### src/rtl/ahb3lite_interconnect_slave_arbiter.sv
`default_nettype none
// ============================================================================
// Module   : ahb3lite_interconnect_slave_arbiter
// Function : per-slave address/data-phase arbiter, priority + round-robin ties
// Revision : 1.0
// ============================================================================
module ahb3lite_interconnect_slave_arbiter #(
    parameter  int MASTERS       = 3,
    localparam int PRIORITY_BITS = (MASTERS == 1) ? 1 : $clog2(MASTERS),
    localparam int ID_BITS       = (MASTERS == 1) ? 1 : $clog2(MASTERS)
) (
    input  logic                             HCLK,
    input  logic                             HRESETn,
    input  logic [MASTERS-1:0]               HSEL,
    input  logic [2*MASTERS-1:0]             HTRANS,
    input  logic [MASTERS-1:0]               HMASTLOCK,
    input  logic [MASTERS*PRIORITY_BITS-1:0] priority_i,
    input  logic                             HREADY,
    output logic [MASTERS-1:0]               grant_o,
    output logic [MASTERS-1:0]               grant_dp_o,
    output logic [ID_BITS-1:0]               owner_id_o,
    output logic                             locked_o
);

    localparam int c_id_bits   = ID_BITS;
    localparam int c_levels    = $clog2(MASTERS);
    localparam int c_leaves    = 1 << c_levels;
    // tree node layout: {valid, priority, ~rank, index}; the upper part is the sort key
    localparam int c_node_bits = 1 + PRIORITY_BITS + 2 * c_id_bits;

    localparam logic [1:0] c_trans_busy = 2'b01;
    localparam logic [1:0] c_trans_seq  = 2'b11;

    typedef enum logic [1:0] {
        ST_IDLE   = 2'd0,
        ST_OWNED  = 2'd1,
        ST_HELD   = 2'd2,
        ST_LOCKED = 2'd3
    } state_t;

    state_t                     r_state;
    state_t                     w_state_next;
    logic [MASTERS-1:0]         r_grant;
    logic [MASTERS-1:0]         r_grant_dp;
    logic [c_id_bits-1:0]       r_owner_id;
    logic [c_id_bits-1:0]       r_last_id;

    logic [1:0]                 w_trans [MASTERS];
    logic [PRIORITY_BITS-1:0]   w_prio  [MASTERS];
    logic [c_id_bits-1:0]       w_rank  [MASTERS];
    logic [MASTERS-1:0]         w_req;
    logic [c_id_bits-1:0]       w_start;
    logic                       w_win_valid;
    logic [c_id_bits-1:0]       w_win_idx;
    logic [MASTERS-1:0]         w_win_onehot;
    logic                       w_owned;
    logic [1:0]                 w_own_trans;
    logic                       w_hold;
    logic [MASTERS-1:0]         w_dp_next;

    always_comb begin
        for (int i = 0; i < MASTERS; i++) begin
            w_trans[i] = HTRANS[2*i +: 2];
            w_prio[i]  = priority_i[i*PRIORITY_BITS +: PRIORITY_BITS];
            w_req[i]   = HSEL[i] && (w_trans[i] != 2'b00);
        end
    end

    // Rank 0 is the first master searched after the previous winner
    always_comb begin
        w_start = (r_last_id >= c_id_bits'(MASTERS - 1)) ? '0 : r_last_id + c_id_bits'(1);
        for (int i = 0; i < MASTERS; i++) begin
            if (c_id_bits'(i) >= w_start)
                w_rank[i] = c_id_bits'(i) - w_start;
            else
                w_rank[i] = c_id_bits'(i + MASTERS) - w_start;
        end
    end

    // Balanced comparator tree; ranks are unique so no two valid keys tie
    always_comb begin : p_win_tree
        logic [c_node_bits-1:0] node [2*c_leaves];
        for (int n = 0; n < 2 * c_leaves; n++)
            node[n] = '0;
        for (int j = 0; j < MASTERS; j++)
            node[c_leaves + j] = {w_req[j], w_prio[j], ~w_rank[j], c_id_bits'(j)};
        for (int n = c_leaves - 1; n >= 1; n--) begin
            if (node[2*n+1][c_node_bits-1:c_id_bits] > node[2*n][c_node_bits-1:c_id_bits])
                node[n] = node[2*n+1];
            else
                node[n] = node[2*n];
        end
        w_win_valid = node[1][c_node_bits-1];
        w_win_idx   = node[1][c_id_bits-1:0];
    end

    always_comb begin
        for (int i = 0; i < MASTERS; i++)
            w_win_onehot[i] = (w_win_idx == c_id_bits'(i));
    end

    assign w_owned     = |r_grant;
    assign w_own_trans = w_trans[r_owner_id];
    assign w_hold      = w_owned && HSEL[r_owner_id] &&
                         (w_own_trans == c_trans_busy || w_own_trans == c_trans_seq ||
                          HMASTLOCK[r_owner_id]);
    assign w_dp_next   = (w_owned && HSEL[r_owner_id] && w_own_trans[1]) ? r_grant : '0;

    always_comb begin
        w_state_next = r_state;
        if (HREADY) begin
            if (w_hold)
                w_state_next = HMASTLOCK[r_owner_id] ? ST_LOCKED : ST_HELD;
            else if (w_win_valid)
                w_state_next = HMASTLOCK[w_win_idx] ? ST_LOCKED : ST_OWNED;
            else
                w_state_next = ST_IDLE;
        end
    end

    always_ff @(posedge HCLK or negedge HRESETn) begin
        if (!HRESETn)
            r_state <= ST_IDLE;
        else
            r_state <= w_state_next;
    end

    always_ff @(posedge HCLK or negedge HRESETn) begin
        if (!HRESETn) begin
            r_grant    <= '0;
            r_grant_dp <= '0;
            r_owner_id <= '0;
            r_last_id  <= c_id_bits'(MASTERS - 1);
        end else if (HREADY) begin
            r_grant_dp <= w_dp_next;
            if (!w_hold) begin
                if (w_win_valid) begin
                    r_grant    <= w_win_onehot;
                    r_owner_id <= w_win_idx;
                    r_last_id  <= w_win_idx;
                end else begin
                    r_grant <= '0;
                end
            end
        end
    end

    assign grant_o    = r_grant;
    assign grant_dp_o = r_grant_dp;
    assign owner_id_o = r_owner_id;
    assign locked_o   = (r_state == ST_LOCKED);

endmodule
`default_nettype wire

### config.mk
export PLATFORM = sky130hd
export DESIGN_NAME = ahb3lite_interconnect_slave_arbiter
export DESIGN_NICKNAME = d
export VERILOG_FILES = /design/src/rtl/ahb3lite_interconnect_slave_arbiter.sv
export SDC_FILE = /design/constraint.sdc
export NUM_CORES = 1
export LEC_CHECK = 0
export BUFFER_PORTS_ARGS = -buffer_cell sky130_fd_sc_hd__buf_2
export CAP_MARGIN = 20
export CORE_AREA = 3 3 55 57
export CTS_BUF_LIST = sky130_fd_sc_hd__clkbuf_16
export DETAILED_ROUTE_END_ITERATION = 10
export DIE_AREA = 0 0 58 60
export GPL_TIMING_DRIVEN = 0
export HOLD_SLACK_MARGIN = 0.02
export PLACE_DENSITY = 0.61
export SYNTH_ARGS = -nofsm -noshare
export SYNTH_HDL_FRONTEND = slang
export SYNTH_SLANG_ARGS = --single-unit
export TNS_END_PERCENT = 1
### constraint.sdc
create_clock -name HCLK -period 3.5 [get_ports HCLK]
set_input_delay 0 -clock HCLK [delete_from_list [all_inputs] [get_ports HCLK]]
set_output_delay 0 -clock HCLK [all_outputs]
set_load 0.05 [all_outputs]
* Word level (Yosys, flattened, before mapping)
Index checks and enable logic that the tools add are counted.
** Word-level totals
- Flip-flop bits (word level) :: 12
- Word-level logic and storage cells :: 67
** Cells by class
- Add/subtract/negate cells :: 5
- $lt $le $gt $ge :: 10
- Equality and inequality tests :: 5
- Mux-type cells :: 22
- Bitwise operators :: 5
- Reductions and logical operators :: 15
** Operators by type and width (count)
- 7-bit 2-to-1 mux :: 3
- 2-bit 2-to-1 mux :: 9
- 5-bit greater-than comparator :: 2
- 1-bit binary-select mux with 2-bit select :: 3
- 2-bit equality test (second input constant) :: 3
- 1-bit logical AND :: 6
- 2-bit by 3-bit < comparator with 1-bit output (second input constant) :: 2
- 3-bit 2-to-1 mux :: 2
- 2-bit NOT :: 3
- 2-bit nonzero test :: 3
- 1-bit by 5-bit greater-than comparator with 1-bit output (first input constant) :: 1
- 2-bit binary-select mux with 2-bit select :: 1
- 2-bit by 1-bit equality test with 1-bit output (second input constant) :: 2
- 1-bit by 2-bit >= comparator with 1-bit output (first input constant) :: 2
- 1-bit 2-to-1 mux :: 4
- 1-bit by 2-bit subtractor with 2-bit output (first input constant) :: 2
- 2-bit subtractor (first input constant) :: 2
- 3-bit >= comparator (second input constant) :: 1
- 2-bit NOT with 3-bit output :: 1
- 3-bit AND reduction :: 1
- 3-bit OR reduction :: 1
- 2-bit by 1-bit adder with 2-bit output (second input constant) :: 1
- 2-bit >= comparator (first input constant) :: 1
- 2-bit >= comparator (second input constant) :: 1
- other kinds (4) :: 5

* Longest topological paths before layout
- Word-level depth :: 14
- Gate-level depth with buffers :: 14
- Depth with buffers taken out :: 12

* Least setup slack after synthesis
Ideal clock, no wire load.
- Path kind :: input to register
- Start :: input port HTRANS[2]
- End :: register r_state[1]
- Arrival time :: 2.815 ns
- Slack :: 0.619 ns
- Stages on the path :: 12
- Path buffers :: 1
- Cell sequence :: o21a_1 ha_1 or3_4 o22a_1 buf_6 o21a_1 ha_1 nand4_1 or3_4 mux2_4 a2111oi_2 o31a_1
** Between the ends
- Word-level cells in the longest chain between the ends :: 11
- Elaborated cells between the ends (all ways) :: 19
** RTL lines
- start, declared :: RTL line 15 : input logic [2*MASTERS-1:0] HTRANS,
- 2-bit nonzero test :: RTL line 65 : w_req[i] = HSEL[i] && (w_trans[i] != 2'b00);
- 1-bit logical AND :: RTL line 65
- 5-bit greater-than comparator :: RTL line 88 : if (node[2*n+1][c_node_bits-1:c_id_bits] > node[2*n][c_node_bits-1:c_id_bits])
- 7-bit 2-to-1 mux :: RTL line 88
- 5-bit greater-than comparator :: RTL line 88
- 7-bit 2-to-1 mux :: RTL line 88
- 1-bit binary-select mux with 2-bit select :: RTL line 115 : w_state_next = HMASTLOCK[w_win_idx] ? ST_LOCKED : ST_OWNED;
- 1-bit 2-to-1 mux (implied by the code) :: RTL line 115
- 2-bit 2-to-1 mux :: RTL line 115
- 2-bit 2-to-1 mux :: RTL line 114 : else if (w_win_valid)
- 2-bit 2-to-1 mux (*) :: RTL line 112 : if (w_hold)
- end signal, assigned :: RTL line 125 : r_state <= w_state_next;
- end, declared :: RTL line 41 : state_t r_state;
Every way passes the cells marked *; elsewhere a longest branch is shown, timed or not. The select of a mux whose other input is x is not followed.
A chain may end at the register's enable or synchronous reset.

* Worst setup path in the final report
- Start :: register r_owner_id[0], in the netlist owner_id_o[0]
- End :: register r_state[1]
** Between the ends
- Word-level cells in the longest chain between the ends :: 9
- Elaborated cells between the ends (all ways) :: 15
** RTL lines
- start, declared :: RTL line 45 : logic [c_id_bits-1:0] r_owner_id;
- start signal, assigned :: RTL line 139 : r_owner_id <= w_win_idx;
- 2-bit NOT with 3-bit output (implied by the code) :: RTL line 103 : assign w_own_trans = w_trans[r_owner_id];
- 2-bit binary-select mux with 2-bit select :: RTL line 103
- 2-bit 2-to-1 mux (implied by the code) (2 in series) :: RTL line 103
- 2-bit by 1-bit equality test with 1-bit output or 2-bit equality test (tied branches) :: RTL line 105 : (w_own_trans == c_trans_busy || w_own_trans == c_trans_seq ||
- 1-bit logical OR (2 in series) :: RTL line 105
- 1-bit logical AND (*) :: RTL line 104 : assign w_hold = w_owned && HSEL[r_owner_id] &&
- 2-bit 2-to-1 mux (*) :: RTL line 112
Marked as above.

==> metrics.yaml <==
outcome:
  run_status: "finished clean"
synthesis:
  synth_cells: 116
  yosys.area.top_type: "dfrtp_1"
  synth_edf_count: 0
  synthArstFlopShare_pct: 100
  ys_seq_area_share_pct: 26.9
  synth_cell_types: 43
  avgSynthCellArea_um2: 8.87
  syn_area_um2: 1030
  yosysWarnings: 0
  ys_ff_latch: 11
  synthTopCellsByArea: "dfrtp_1, ha_1, mux2i_1, inv_1, o2bb2ai_1"
  synth_flop_cell: "dfrtp_1"
  synth_nets: 144
  synth_top_area_share_pct: 24.3
setup_path:
  crit_arrival_ps: 3220
  required_ps: 3670
  cp-start-kind: "flip-flop"
  endpoint_kind: "flip-flop"
  path_class: "flip-flop to flip-flop"
  critical_path_peak_fanout: 10
clock_tree:
  clockRootBuffer: "clkbuf_16"
  cts_resized: 0
  cts_hold_buffers: 1
  clk_pin_slew_worst_paths_ps: 40
  cts_num_sinks: 11
  tritoncts: "built"
  clock_latency_ps: 240
  cts_buffers: 3
  cts_buffer_depth: 2
  postCtsSetupRepairBufs: 0
  h-tree-depth: 1
routing:
  dr.pass1.iters: 4
  drc_errors: 0
  drt_iter0_drc: 30
  ant_nets: 0
  drt_wl_total_mm: 2.50
  wire_per_inst_um: 14.1
  vias_per_cell: 5.49
  routed-via-count: 978
layout:
  final_common_cell: "buf_2"
  fill_cells: 244
  drive_above_1_share_pct: 31.8
  diodes: 0
  post-route-util_pct: 51.1
  layout_common_cells: "buf_2, inv_1, dfrtp_1"
  finalNonFillerCells: 178
  nets: 177
  area_growth_pct: 25.4
floorplanning:
  core_um2: 2520
  design.die.area_um2: 3480
  die_w_um: 58
  start_util_pct: 40.8
  io_pins: 30
  placementRows: 18
  die_h_um: 60
global_routing:
  grt_pass1_wl_mm: 4.22
  antenna_found_initial: 0
  grt_pass1_vias: 1011
  grt-ovfl-total: 0
  grt_usage_pct: 15.6
  grt_max_degree: 12
pwr:
  power_leakage_nw: 0.611
  ir_drop_mv: 0.484
  powerDensity_nw_per_um2: 734
timing:
  period_minus_slack_ps: 3060
  holdWs_ps: 78.9
  worstMarginPinSlew_ps: 570
  grt_setup_unrepaired: "no"
  fmax_ghz: 0.327
  fin_setup_tns_ps: 0
  relSlewSlack_pct: 61.8
  fin_worst_skew_ps: 6.15
  finalSetupViolCount: 0
  maxSlewViolCount: 0
  fin_crit_sh_pct: 87.3
  finalHoldViolations: 0
placed_design:
  dp_cells: 173
  gp_congestion: 0.864
  hpwlAfterDp_mm: 2.03
  port_buffers: 27
worst_hold_path:
  hold_class: "primary input to flip-flop"
job:
  maxCapViolations: 0
[sequential cells by signal, indices dropped and copies added (netlist names)]
name	count
grant_dp_o	3
grant_o	3
owner_id_o	2
r_last_id	1
r_state	2
[stage by stage]
stage,worst slack (ps),instance area (µm²),total power [mW]
3_5_place_dp,262,1200,0.745
5_1_grt,274,1290,1.01
3_3_place_gp,306,1200,0.734
6_report,445,1290,0.947
2_1_floorplan,619,1030,0.623
4_1_cts,441,1290,0.954
[kinds of logic after synthesis]
kind of cell,count (synthesis),synth area share (%)
XOR/XNOR,1,0.852
multiplexers,8,8.39
flip-flops,11,26.9
AO/OA/AOI/OAI,38,29.2
AND/OR/NAND/NOR,30,16.5
adder cells (fa/ha/maj),7,8.52
buffers and inverters,21,9.61
[per-layer routing]
metal / part of all wire [%] / wire length [µm] / GRT usage (%) / vias up
met2: 49 / 1230 / 28.1 / 29
met1: 45 / 1130 / 18.6 / 449
met5: 0 / 0 / 0 / -
met4: 1.1 / 27 / 6.29 / 0
li1: - / - / - / 498
met3: 4.6 / 115 / 2.38 / 2
[cell usage after synthesis, types with 2 or more instances]
| cell | count |
|---|---|
| nor2_1 | 5 |
| nor3_1 | 2 |
| nand3_1 | 3 |
| o21ai_0 | 5 |
| buf_6 | 2 |
| dfrtp_1 | 10 |
| inv_1 | 12 |
| clkbuf_1 | 4 |
| o211ai_1 | 3 |
| mux2i_1 | 6 |
| nand2_1 | 7 |
| o22ai_1 | 4 |
| o21a_1 | 3 |
| a21oi_1 | 4 |
| and2_1 | 4 |
| o2111ai_2 | 2 |
| o2bb2ai_1 | 4 |
| a41oi_1 | 3 |
| or3_4 | 2 |
| ha_1 | 7 |
| nand3b_1 | 2 |
[final timing paths]
path	cells after the start	start	endpoint	slack (ps)
setup reg to reg	12	owner_id_o[0]$_DFFE_PN0P_	r_state[1]$_DFFE_PN0P_	440
hold / removal	3	HREADY	r_state[0]$_DFFE_PN0P_	80
min in group asynchronous	2	HRESETn	r_state[0]$_DFFE_PN0P_	150
setup / recovery	12	owner_id_o[0]$_DFFE_PN0P_	r_state[1]$_DFFE_PN0P_	440
hold reg to reg	1	grant_o[1]$_DFFE_PN0P_	grant_o[1]$_DFFE_PN0P_	520
max in group asynchronous	2	HRESETn	r_last_id[1]$_DFFE_PN1P_	3080
[cell type report]
| type | count | area (µm²) | area share [%] |
|---|---|---|---|
| Timing Repair Buffer | 28 | 145 | 11.3 |
| Clock buffer | 3 | 75.1 | 5.82 |
| Sequential cell | 11 | 277 | 21.4 |
| Buffer | 8 | 50.0 | 3.88 |
| Multi-Input combinational cell | 84 | 653 | 50.6 |
| Inverter | 13 | 48.8 | 3.78 |
| Tap cell | 30 | 37.5 | 2.91 |
| Clock inverter | 1 | 3.75 | 0.291 |
[critical path: stages, from the launching register on]
cell and delay, ps:
dfrtp_1 390, buf_6 150, nor3b_2 290, o22a_1 210, buf_6 130, xnor2_1 120
nor2_1 60, ha_1 290, nand4_1 120, or3_4 350, mux2_4 310, a2111oi_2 400
o31a_1 170
[power by group]
part | switching, mW | leakage [nW] | internal (mW)
Combinational | 0.336 | 0.427 | 0.199
Sequential | 0.0311 | 0.142 | 0.176
Clock | 0.0560 | 0.0423 | 0.150
Total | 0.423 | 0.611 | 0.524
No activity file was read; power rests on OpenSTA's default activity.
